File: config.mk
export PLATFORM = sky130hd
export DESIGN_NAME = call_stack_flat
export DESIGN_NICKNAME = d
export VERILOG_FILES = /design/src/rtl/call_stack_if.sv /design/src/rtl/call_stack.sv /design/src/flat_wrapper.sv
export SDC_FILE = /design/constraint.sdc
export NUM_CORES = 1
export LEC_CHECK = 0
export BUFFER_PORTS_ARGS = -buffer_cell sky130_fd_sc_hd__clkbuf_2
export CAP_MARGIN = 40
export CORE_UTILIZATION = 60
export DETAILED_ROUTE_END_ITERATION = 10
export GPL_ROUTABILITY_DRIVEN = 0
export GPL_TIMING_DRIVEN = 0
export PLACE_DENSITY = 0.78
export RECOVER_POWER = 50
export SYNTH_ARGS = -nofsm -noshare
export SYNTH_HDL_FRONTEND = slang
export SYNTH_SLANG_ARGS = --single-unit
export TNS_END_PERCENT = 30
File: constraint.sdc
create_clock -name clk -period 2.56 [get_ports clk]
set_input_delay 0 -clock clk [delete_from_list [all_inputs] [get_ports clk]]
set_output_delay 0 -clock clk [all_outputs]
set_load 0.03 [all_outputs]
File: src/rtl/call_stack_if.sv
// Call-stack port bundle: push/pop/err_clr requests in, top-of-stack and status out.
interface call_stack_if #(
  parameter int PTR_W = 3
);
  logic             push;
  logic             pop;
  logic             err_clr;
  logic [8:0]       stack_psh;
  logic [8:0]       stack_pop;
  logic [PTR_W:0]   level;
  logic             full;
  logic             empty;
  logic             ovf;
  logic             unf;

  modport master (
    output push, pop, err_clr, stack_psh,
    input  stack_pop, level, full, empty, ovf, unf
  );

  modport slave (
    input  push, pop, err_clr, stack_psh,
    output stack_pop, level, full, empty, ovf, unf
  );
endinterface

File: src/rtl/call_stack.sv
// Hardware return-address stack (CALL/RETLW) built as a ring buffer with a
// saturating level counter and sticky overflow/underflow flags.
// Build option: CALL_STACK_OVF_TRAP_EN -- when defined, a push into a full
// stack is dropped; otherwise it overwrites the oldest entry circularly.
module call_stack #(
  parameter int DEPTH = 8,
  parameter int PTR_W = $clog2(DEPTH)
) (
  input  logic          clk,
  input  logic          rst,
  call_stack_if.slave   bus
);

  localparam logic [PTR_W:0]   LVL_FULL = (PTR_W+1)'(DEPTH);
  localparam logic [PTR_W-1:0] TP_RST   = PTR_W'(DEPTH-1);

  logic [8:0]       mem [DEPTH];
  logic [PTR_W-1:0] tp, tp_n, tp_inc, wr_idx;
  logic [PTR_W:0]   level, level_n;
  logic             ovf, unf, ovf_set, unf_set, wr_en;
  logic             is_empty, is_full;

  assign is_empty = (level == '0);
  assign is_full  = (level == LVL_FULL);
  // DEPTH is a power of two, so the natural wrap of tp is modulo DEPTH.
  assign tp_inc   = tp + 1'b1;

  // Next-state decode for the four push/pop combinations.
  always_comb begin
    tp_n    = tp;
    level_n = level;
    wr_en   = 1'b0;
    wr_idx  = tp_inc;
    ovf_set = 1'b0;
    unf_set = 1'b0;
    if (bus.push && bus.pop) begin
      if (!is_empty) begin
        // Tail call: replace the top in place.
        wr_en  = 1'b1;
        wr_idx = tp;
      end else begin
        // Nothing to discard: behave as a plain push, but flag the bad pop.
        tp_n    = tp_inc;
        wr_en   = 1'b1;
        level_n = level + 1'b1;
        unf_set = 1'b1;
      end
    end else if (bus.push) begin
      if (!is_full) begin
        tp_n    = tp_inc;
        wr_en   = 1'b1;
        level_n = level + 1'b1;
      end else begin
        ovf_set = 1'b1;
`ifdef CALL_STACK_OVF_TRAP_EN
        // Keep the existing entries intact; the push is dropped.
`else
        // Oldest entry is lost; level stays saturated at DEPTH.
        tp_n  = tp_inc;
        wr_en = 1'b1;
`endif
      end
    end else if (bus.pop) begin
      if (!is_empty) begin
        tp_n    = tp - 1'b1;
        level_n = level - 1'b1;
      end else begin
        unf_set = 1'b1;
      end
    end
  end

  // State registers; reset wins over every request.
  always_ff @(posedge clk) begin
    if (rst) begin
      tp    <= TP_RST;
      level <= '0;
      ovf   <= 1'b0;
      unf   <= 1'b0;
      for (int i = 0; i < DEPTH; i++) mem[i] <= '0;
    end else begin
      tp    <= tp_n;
      level <= level_n;
      // A new error in the clear cycle keeps the flag set.
      ovf   <= ovf_set | (ovf & ~bus.err_clr);
      unf   <= unf_set | (unf & ~bus.err_clr);
      if (wr_en) mem[wr_idx] <= bus.stack_psh;
    end
  end

  // Top of stack is visible the same cycle so RETLW needs no extra stage.
  assign bus.stack_pop = is_empty ? 9'h1FF : mem[tp];
  assign bus.level     = level;
  assign bus.full      = is_full;
  assign bus.empty     = is_empty;
  assign bus.ovf       = ovf;
  assign bus.unf       = unf;

endmodule

File: src/flat_wrapper.sv
// flat-port wrapper written by rule: the top's interface ports become plain ports
module call_stack_flat 
#(
  parameter int DEPTH = 8,
  parameter int PTR_W = $clog2(DEPTH)
)
  (clk, rst, bus_push, bus_pop, bus_err_clr, bus_stack_psh, bus_stack_pop, bus_level, bus_full, bus_empty, bus_ovf, bus_unf);
  call_stack_if #(.PTR_W(PTR_W)) bus_i ();
  input  logic clk;
  input  logic rst;
  input wire logic [$bits(bus_i.push)-1:0] bus_push;
  input wire logic [$bits(bus_i.pop)-1:0] bus_pop;
  input wire logic [$bits(bus_i.err_clr)-1:0] bus_err_clr;
  input wire logic [$bits(bus_i.stack_psh)-1:0] bus_stack_psh;
  output wire logic [$bits(bus_i.stack_pop)-1:0] bus_stack_pop;
  output wire logic [$bits(bus_i.level)-1:0] bus_level;
  output wire logic [$bits(bus_i.full)-1:0] bus_full;
  output wire logic [$bits(bus_i.empty)-1:0] bus_empty;
  output wire logic [$bits(bus_i.ovf)-1:0] bus_ovf;
  output wire logic [$bits(bus_i.unf)-1:0] bus_unf;
  assign bus_i.push = bus_push;
  assign bus_i.pop = bus_pop;
  assign bus_i.err_clr = bus_err_clr;
  assign bus_i.stack_psh = bus_stack_psh;
  assign bus_stack_pop = bus_i.stack_pop;
  assign bus_level = bus_i.level;
  assign bus_full = bus_i.full;
  assign bus_empty = bus_i.empty;
  assign bus_ovf = bus_i.ovf;
  assign bus_unf = bus_i.unf;
  call_stack #(.DEPTH(DEPTH), .PTR_W(PTR_W)) u_core (.clk(clk), .rst(rst), .bus(bus_i));
endmodule
==> results of run 1 <==
synth_stat cells (3+ instances only):
cell type / count / area, µm²
a21o_1: 8 / 60.06
a21oi_1: 8 / 40.04
and3_1: 39 / 244.0
buf_2: 8 / 40.04
clkbuf_1: 14 / 52.55
dfxtp_1: 12 / 240.2
edfxtp_1: 72 / 2162
ha_1: 5 / 62.56
inv_1: 6 / 22.52
mux2i_1: 13 / 130.1
mux4_2: 18 / 405.4
nand2_1: 21 / 78.83
nand3_1: 3 / 15.01
nand4_1: 5 / 31.28
nor2_1: 46 / 172.7
nor2b_1: 4 / 25.02
o211ai_1: 4 / 30.03
o21ai_0: 4 / 20.02
final cells by class:
| class | instances | area, µm² |
|---|---|---|
| tap | 77 | 96.34 |
| inverter | 6 | 22.52 |
| buffer | 28 | 137.6 |
| timing repair buffer | 31 | 151.4 |
| sequential | 84 | 2402 |
| multi-input combinational | 209 | 1614 |
| clock inverter | 6 | 90.09 |
| fill | 434 | 1893 |
| clock buffer | 9 | 123.9 |
final timing paths:
| kind | to | from | cells past startpoint | slack, ns |
|---|---|---|---|---|
| worst max register to register | u_core.mem[4][0] | u_core.bus.level[0] | 8 | 0.08 |
| worst min register to register | u_core.bus.ovf | u_core.bus.ovf | 2 | 0.48 |
| worst max-delay path | u_core.mem[4][0] | u_core.bus.level[0] | 8 | 0.08 |
| worst min-delay path | u_core.mem[0][2] | bus_stack_psh[2] | 2 | 0.03 |
critical path: cells and delay by family, from the launching register on:
kind	cells	cell delay, ns
buf+inv	3	0.43
fa+ha+maj	1	0.19
simple gates	2	0.48
flops	1	0.37
compound gates	2	0.68
stage by stage:
step           TNS, ns  utilization [%]  power (mW)  setup slack, ns  instance area [µm²]
2_1_floorplan        0                -       3.497           0.1675                 4155
6_report             0            71.02       5.115          0.07948                 4638
3_5_place_dp    -5.878            67.39       4.105          -0.1621                 4402
3_3_place_gp    -3.829            67.39       4.055          -0.1308                 4402
4_1_cts              0            71.05       5.105          0.01582                 4641
5_1_grt         -1.053            71.02       5.326         -0.06276                 4638
power by group:
group | leakage, nW | internal, mW | switching [mW]
Sequential | 0.845 | 1.71 | 0.102
Clock | 0.105 | 0.545 | 0.462
Combinational | 0.994 | 0.795 | 1.50
flip-flops by register name, summed over array words and instances, names as in the netlist, named ones only:
name and cells:
u_core.tp 3, u_core.bus.unf 1, u_core.bus.ovf 1, u_core.bus.level 4
u_core.mem 72
logic make-up (layout without fill, tap and decap cells):
group | count (synthesis) | after routing | share of synthesized area (%)
adder cells (fa/ha/maj) | 5 | 5 | 1.506
multiplexers | 31 | 31 | 12.89
XOR/XNOR | 2 | 2 | 0.4216
buffers and inverters | 34 | 80 | 3.854
AND/OR/NAND/NOR | 135 | 135 | 16.89
AO/OA/AOI/OAI | 36 | 36 | 6.625
flip-flops | 84 | 84 | 57.81
per-layer routing:
| metal | wire length (µm) | vias to the layer above | track usage (%) |
|---|---|---|---|
| li1 | - | 1309 | - |
| met1 | 3619 | 1366 | 33.83 |
| met2 | 4767 | 172 | 47.73 |
| met3 | 633 | 26 | 3.405 |
| met4 | 363 | 0 | 15.87 |
| met5 | 0 | - | 0 |
repair_timing:
action,in CTS,in global routing
endpoints found under the setup margin,76,80
resized for setup,9,9
hold buffers,1,0
endpoints found under the hold margin,2,0
==> summary.txt, run 1 <==
Cells and area
  – Commonest non-fill, non-tap cell in the layout: edfxtp_1
  – Most frequent cells in the layout: edfxtp_1, nor2_1, and3_1
  – Nets@finish: 388
  – Share of post-route cells with drive strength above 1: 23.59%
  – Ant diodes: 0
  – Layout overhead on the synthesized area: 11.62%
  – Finished Layout Cells: 450

Clock network
  – CTS tree: done
  – # Post-CTS Setup Buffers: 0
  – Max Root-Sink Buffers: 2
  – Clock Tree Root: clkbuf_8
  – CTS H-tree depth: 3
  – Clk sink count: 84
  – Worst skew pair latency: 0.35 ns
  – Clock transition at the registers of the reported paths: 0.08 ns
  – CTS Buf Count: 9

Status
  – Status: complete, no violations

Timing
  – Worst slew margin: 50.89%
  – Slew Limit Fails: 0
  – RSZ-0062 raised after global routing: true
  – Fmax: 403.1 MHz
  – Final setup fails: 0
  – Layout Skew: 0.005630 ns
  – Final min period: 2.481 ns
  – Hold Vio Cnt, Final: 0
  – Worst Hold Slack: 0.03197 ns
  – Worst-margin pin slew: 0.7367 ns
  – Fin crit share: 96.90%

Route
  – Initial DRC Count: 280
  – Via density: 6.384
  – DRC viols: 0
  – TritonRoute pass-1 iters: 5
  – DR WL/cell: 20.85 µm
  – Vias: 2,873
  – Detail Route Antenna Nets: 0
  – Routed WL: 9.383 mm

Power and ir drop
  – Maximum VDD drop: 613.7 µV
  – Leak: 1.944 nW
  – Pwr dens: 1103 nW/µm²

Setup path
  – CP startpoint kind: flop
  – WS Path Type: reg -> reg
  – CP max-delay cell: dfxtp_1
  – WP data required: 2.59 ns
  – CP max stage delay: 0.37 ns
  – Critical path capture point type: flop
  – CP Data Arrival Time: 2.51 ns
  – Critical Path Fanout Max: 10
  – Ordered cell list for the critical path: inv_1 > ha_1 > or3b_1 > buf_6 > a2111o_1 > nand3_1 > buf_4 > a21o_2

Synthesis
  – Avg Inst Size Synth: 12.71 µm²
  – Number of synthesized flops with an enable pin: 72
  – Sequential-to-total area share from yosys stat: 57.81%
  – Synth unique cells: 46
  – Post-synth top flop: edfxtp_1
  – Cells after Synth: 327
  – Ys async rst share: 0%
  – Post-Synthesis Cell Area: 4155 µm²
  – #FFs+latches synth: 84
  – Mapped Nets: 346
  – Warning count from the yosys run: 0

Global route
  – Initial antenna violation count: 0
  – Overflow after GRT: 0
  – GRT Util Overall: 27.66%
  – Global-route wire length before repair: 14.47 mm
  – Largest net degree at the start of global routing: 15
  – Vias in the first global route: 2,837

Floorplanning
  – Initial core utilization: 63.62%
  – Row count: 29
  – Core area: 6531 µm²
  – Die area: 7262 µm²
  – Die width: 85.22 µm
  – Die boundary height: 85.22 µm
  – I/O pins: 31

Worst hold path
  – Hold WC Path Type: in -> reg

Place
  – Port Buffers: 30
  – HPWL after detailed placement: 6.492 mm
  – Dpl cells: 434

Flow run
  – Max-cap violations: 0
Note: power is estimated with default switching activity, not from simulation.
==> run 2, diff against run 1 <==
CORE_MARGIN = 1.5   (was unset)
==> run 2 against run 1 <==
  * Non-clock buffer count unchanged
  * Critical path depth decreased by 1
  * Worst hold slack improved by 0.0039 ns
  * Die area increased by 2.4%
  * First-iteration DRC count decreased by 29%
  * Cell area decreased by 0.70%
  * Cell count increased by 0.89%
  * Global-route usage decreased by 0.90 points
  * Sequential power about the same
  * Fmax decreased by 1.4%
  * Sequential share of layout area increased by 0.37 points
  * Critical endpoint is now u_core.mem[6][0]
  * Highest routed layer unchanged
==> summary.txt, run 2 (same netlist as run 1, synthesis figures left out) <==
Status
  – Status: complete, no violations

Clock network
  – CTS Buf Count: 9 (unchanged)
  – Clock Tree Root: clkbuf_8
  – Max Root-Sink Buffers: 2 (unchanged)
  – CTS tree: done
  – CTS H-tree depth: 3 (unchanged)
  – Clk sink count: 84 (unchanged)
  – # Post-CTS Setup Buffers: 0 (unchanged)
  – Clock transition at the registers of the reported paths: 0.08 ns (about the same)
  – Worst skew pair latency: 0.35 ns (about the same)

Timing
  – Layout Skew: 0.009007 ns (+0.003378 ns)
  – Fmax: 397.4 MHz (-1.4%)
  – Final min period: 2.516 ns (+0.03589 ns)
  – RSZ-0062 raised after global routing: true
  – Worst slew margin: 49.70% (-1.2 points)
  – Worst Hold Slack: 0.03582 ns (+0.003853 ns)
  – Worst-margin pin slew: 0.7546 ns (+0.01789 ns)
  – Hold Vio Cnt, Final: 0 (unchanged)
  – Worst Slack Setup Final: 0.04360 ns (-0.03589 ns)
  – Slew Limit Fails: 0 (unchanged)
  – Final setup fails: 0 (unchanged)
  – Fin crit share: 98.30% (+1.4 points)

Cells and area
  – Nets@finish: 388 (unchanged)
  – Ant diodes: 0 (unchanged)
  – Most frequent cells in the layout: edfxtp_1, nor2_1, and3_1
  – Share of post-route cells with drive strength above 1: 22.46% (-1.1 points)
  – Largest regs: u_core.mem: 72 flops, u_core.bus.level: 4 flops, u_core.tp: 3 flops
  – Largest reg by FF count: u_core.mem
  – Finished Layout Cells: 454 (+0.89%)
  – Layout overhead on the synthesized area: 10.84%
  – Max reg flops: 72 (unchanged)
  – Commonest non-fill, non-tap cell in the layout: edfxtp_1

Floorplanning
  – Die boundary height: 86.22 µm (+1.2%)
  – Core area: 6756 µm² (+3.4%)
  – Die width: 86.22 µm (+1.2%)
  – I/O pins: 31 (unchanged)
  – Row count: 30 (+3.4%)
  – Die area: 7434 µm² (+2.4%)
  – Initial core utilization: 61.50% (-2.1 points)

Route
  – DRC viols: 0 (unchanged)
  – Detail Route Antenna Nets: 0 (unchanged)
  – Via density: 6.293 (-1.4%)
  – Initial DRC Count: 199 (-29%)
  – DR WL/cell: 20.49 µm (-1.7%)
  – Routed WL: 9.302 mm (-0.86%)
  – Vias: 2,857 (-0.56%)
  – TritonRoute pass-1 iters: 5 (unchanged)

Setup path
  – Critical Path Fanout Max: 10 (unchanged)
  – R2r startpoint: u_core.bus.level[0]
  – WP data required: 2.57 ns (-0.02 ns)
  – CP startpoint kind: flop
  – WS Path Type: reg -> reg
  – Critical path capture point type: flop
  – Crit path launch: u_core.bus.level[0]
  – CP Data Arrival Time: 2.52 ns (about the same)

Global route
  – Overflow after GRT: 0 (unchanged)
  – GRT Util Overall: 26.76% (-0.90 points)
  – Largest net degree at the start of global routing: 14 (-1)
  – Initial antenna violation count: 0 (unchanged)
  – Vias in the first global route: 2,821 (-0.56%)
  – Global-route wire length before repair: 14.15 mm (-2.2%)

Place
  – Dpl cells: 437 (+0.69%)
  – Pre-CTS WS: -0.3136 ns (-0.1515 ns)
  – Port Buffers: 30 (unchanged)
  – HPWL after detailed placement: 6.437 mm (-0.83%)

Power and ir drop
  – Pwr dens: 1072 nW/µm² (-2.8%)
  – PnR Total Power: 4.939 mW (-3.4%)
  – Maximum VDD drop: 547.0 µV (-11%)
  – Leak: 1.920 nW (-1.2%)

Flow run
  – Max-cap violations: 0 (unchanged)

Worst hold path
  – Hold WC Path Type: in -> reg
  – Worst hold start: bus_stack_psh[0]
[run 2: cell count changes in the layout (fill, tap and decap cells not counted), sizes merged]
cell / previous run / this run
buf: 11 / 13
bufinv: 2 / 0
clkinv: 3 / 4
[run 2: worst max-delay path, stage by stage (launching register included)]
cell	delay, ns
dfxtp_1	0.43
inv_1	0.10
ha_1	0.23
or3b_4	0.27
a211oi_1	0.07
nor2_1	0.21
clkbuf_1	0.43
a21o_1	0.43
[run 2: path summary, 6_finish.rpt]
path / end / slack, ns / depth (start not counted)
max: u_core.mem[6][0] / 0.04 / 7
min: u_core.mem[0][0] / 0.04 / 2
min reg2reg: u_core.bus.ovf / 0.47 / 2
max reg2reg: u_core.mem[6][0] / 0.04 / 7
[run 2: power by group]
part           leakage [nW]  switching, mW  internal [mW]
Clock                0.0784          0.455          0.347
Combinational         0.997           1.51          0.815
Sequential            0.845         0.0953           1.71
Total                  1.92           2.06           2.88
[run 2: per-layer routing]
layer / share of wire, % / global-route usage (%)
met1: 39 / 33.33
met2: 51 / 44.95
met3: 6.3 / 4.762
met4: 3.7 / 14.37
met5: 0 / 0
[run 2: layout make-up]
| type | count | area (µm²) |
|---|---|---|
| repair buffers | 31 | 152.6 |
| plain buffers | 28 | 142.6 |
| clock buffers | 11 | 131.4 |
| well taps | 80 | 100.1 |
| clock inverters | 5 | 28.78 |
| multi-input cells | 209 | 1625 |
| flip-flops and latches | 84 | 2402 |
| inverters | 6 | 22.52 |
| fillers | 519 | 2151 |
[run 2: stage by stage]
stage	util [%]	TNS, ns	area (µm²)
CTS	67.89	0	4587
detailed placement	65.20	-13.95	4405
finish	68.17	0	4606
global route	68.17	-1.675	4606
floorplan	-	0	4155
global placement	65.20	-7.200	4405
[run 2: repair_timing]
| item | CTS | global route |
|---|---|---|
| hold buffers | 1 | 0 |
| gates resized for setup | 6 | 9 |
| hold endpoints to repair | 2 | 0 |
| setup endpoints to repair | 75 | 73 |
==> run 3, diff against run 2 <==
CORE_UTILIZATION = 55   (was 60)
PLACE_DENSITY = 0.72   (was 0.78)
==> run 3 against run 2 <==
  * Sequential cell count did not move
  * Clock skew fell by 0.0024 ns
  * Sequential power barely moved
  * Combinational power barely moved
  * Largest cell class unchanged
  * Largest power group unchanged
==> summary.txt, run 3 (same netlist as run 1, synthesis figures left out) <==
Cells and area
  – Layout overhead on the synthesized area: 11.98%
  – Largest regs: u_core.mem: 72 flops, u_core.bus.level: 4 flops, u_core.tp: 3 flops
  – Design area: 4653 µm² (+1.0%)
  – Core Util, Final: 63.81% (-4.4 points)
  – Fillers: 600 (+16%)
  – Register cell area after layout: 2402 µm² (unchanged)
  – Area of the multi-input gates: 1633 µm² (+0.46%)
  – Max reg flops: 72 (unchanged)
  – Share of post-route cells with drive strength above 1: 23.80% (+1.3 points)
  – Largest reg by FF count: u_core.mem
  – Commonest non-fill, non-tap cell in the layout: edfxtp_1
  – Most frequent cells in the layout: edfxtp_1, nor2_1, and3_1
  – Nets@finish: 388 (unchanged)
  – Ant diodes: 0 (unchanged)
  – Finished Layout Cells: 473 (+4.2%)

Route
  – Routed WL: 9.464 mm (+1.7%)
  – Initial DRC Count: 271 (+36%)
  – TritonRoute pass-1 iters: 4 (-1)
  – Via density: 5.966 (-5.2%)
  – Vias: 2,822 (-1.2%)
  – DR WL/cell: 20.01 µm (-2.3%)
  – DRC viols: 0 (unchanged)
  – Detail Route Antenna Nets: 0 (unchanged)

Floorplanning
  – Initial core utilization: 56.98% (-4.5 points)
  – Core area: 7292 µm² (+7.9%)
  – Die area: 8086 µm² (+8.8%)
  – Row count: 31 (+3.3%)
  – Die width: 89.92 µm (+4.3%)
  – Die boundary height: 89.92 µm (+4.3%)
  – I/O pins: 31 (unchanged)

Timing
  – Hold Vio Cnt, Final: 0 (unchanged)
  – Worst Slack Setup Final: 0.1144 ns (+0.07076 ns)
  – RSZ-0062 raised after global routing: true
  – Fmax: 408.9 MHz (+2.9%)
  – Worst Hold Slack: 0.02958 ns (-0.006248 ns)
  – Worst-margin pin slew: 0.7756 ns (+0.02103 ns)
  – Setup TNS: 0 ns (unchanged)
  – Slew Limit Fails: 0 (unchanged)
  – Worst slew margin: 48.29% (-1.4 points)
  – Final setup fails: 0 (unchanged)
  – Fin crit share: 95.53% (-2.8 points)
  – Final min period: 2.446 ns (-0.07076 ns)
  – Layout Skew: 0.006589 ns (-0.002418 ns)

Global route
  – Met2 Usage GRT: 39.76% (-5.2 points)
  – GRT Util Overall: 24.80% (-2.0 points)
  – Overflow after GRT: 0 (unchanged)
  – Largest net degree at the start of global routing: 16 (+2)
  – Global-route wire length before repair: 14.74 mm (+4.2%)
  – Vias in the first global route: 2,794 (-0.96%)
  – M3 GR Usage: 5.330% (+0.57 points)
  – Initial antenna violation count: 0 (unchanged)
  – Gr busiest metal: met2
  – M1 GR Usage: 31.22% (-2.1 points)

Setup path
  – WS Path Type: reg -> reg
  – CP startpoint kind: flop
  – CP max-delay cell: dfxtp_1
  – Critical path capture point type: flop
  – WP data required: 2.61 ns (+0.04 ns)
  – Critical Path Fanout Max: 10 (unchanged)
  – CP Data Arrival Time: 2.49 ns (-0.03 ns)
  – CP max stage delay: 0.37 ns (-0.06 ns)
  – Ordered cell list for the critical path: inv_1 > ha_1 > or3b_1 > buf_6 > a211o_2 > nand3_1 > buf_2 > a21o_2

Power and ir drop
  – Leak: 1.922 nW (about the same)
  – Maximum VDD drop: 555.7 µV (+1.6%)
  – PnR Total Power: 5.011 mW (+1.5%)
  – Pwr dens: 1077 nW/µm² (+0.41%)

Flow run
  – Max-cap violations: 0 (unchanged)

Status
  – Status: complete, no violations

Place
  – Placed Area: 4429 µm² (+0.54%)
  – Port Buffers: 30 (unchanged)
  – Pre-CTS WS: -0.3281 ns (-0.01449 ns)
  – Dpl cells: 456 (+4.3%)
  – HPWL after detailed placement: 6.469 mm (+0.50%)

Clock network
  – Clock Tree Root: clkbuf_8
  – Clk sink count: 84 (unchanged)
  – Max Root-Sink Buffers: 2 (unchanged)
  – Worst skew pair latency: 0.36 ns (about the same)
  – CTS Buf Count: 9 (unchanged)
  – CTS tree: done
  – CTS H-tree depth: 3 (unchanged)
  – Clock transition at the registers of the reported paths: 0.09 ns (about the same)

Worst hold path
  – Hold WC Path Type: in -> reg
## run 3: cell types whose count changed in the layout (fill, tap and decap cells not counted), sizes merged
cell,before,now
buf,13,12
clkinv,4,0
inv,6,8
clkinvlp,1,4
## run 3: final timing paths
path                                          start               end  slack, ns  cells after the start
worst min-delay path               bus_stack_psh[0]  u_core.mem[2][0]       0.03                      2
worst max register to register  u_core.bus.level[0]  u_core.mem[7][8]       0.11                      8
worst max-delay path            u_core.bus.level[0]  u_core.mem[7][8]       0.11                      8
worst min register to register       u_core.bus.ovf    u_core.bus.ovf       0.49                      2
## run 3: power breakdown
group          switching (mW)  internal (mW)  total [mW]  leakage (nW)
Combinational            1.52          0.816        2.33          1.00
Clock                   0.508          0.359       0.867        0.0755
Sequential             0.0976           1.71        1.81         0.845
Total                    2.12           2.89        5.01          1.92
## run 3: area by class of cell
class	count	area share (%)
buffer	28	3.065
clock buffer	10	2.743
clock inverter	6	1.022
inverter	6	0.4840
multi-input combinational	209	35.09
sequential	84	51.63
tap	99	2.662
timing repair buffer	31	3.307
## run 3: worst max-delay path, delay by kind of cell (launching register included)
family                   cells  cell delay (ns)
AO/OA/AOI/OAI                2             0.63
buffers and inverters        3             0.49
AND/OR/NAND/NOR              2             0.46
flip-flops                   1             0.37
adder cells (fa/ha/maj)      1             0.18
## run 3: layer usage
metal,share of wire (%),wire [µm],vias to the layer above
li1,-,-,1314
met1,41,3858,1387
met2,51,4805,102
met3,5.5,525,19
met4,2.9,275,0
met5,0,0,-
## run 3: repair_timing
action / 4_1_cts / 5_1_grt
resized for setup: 10 / 9
hold endpoints to repair: 2 / 0
hold buffers: 1 / 0
buffers inserted: 0 / 0
endpoints found under the setup margin: 76 / 71
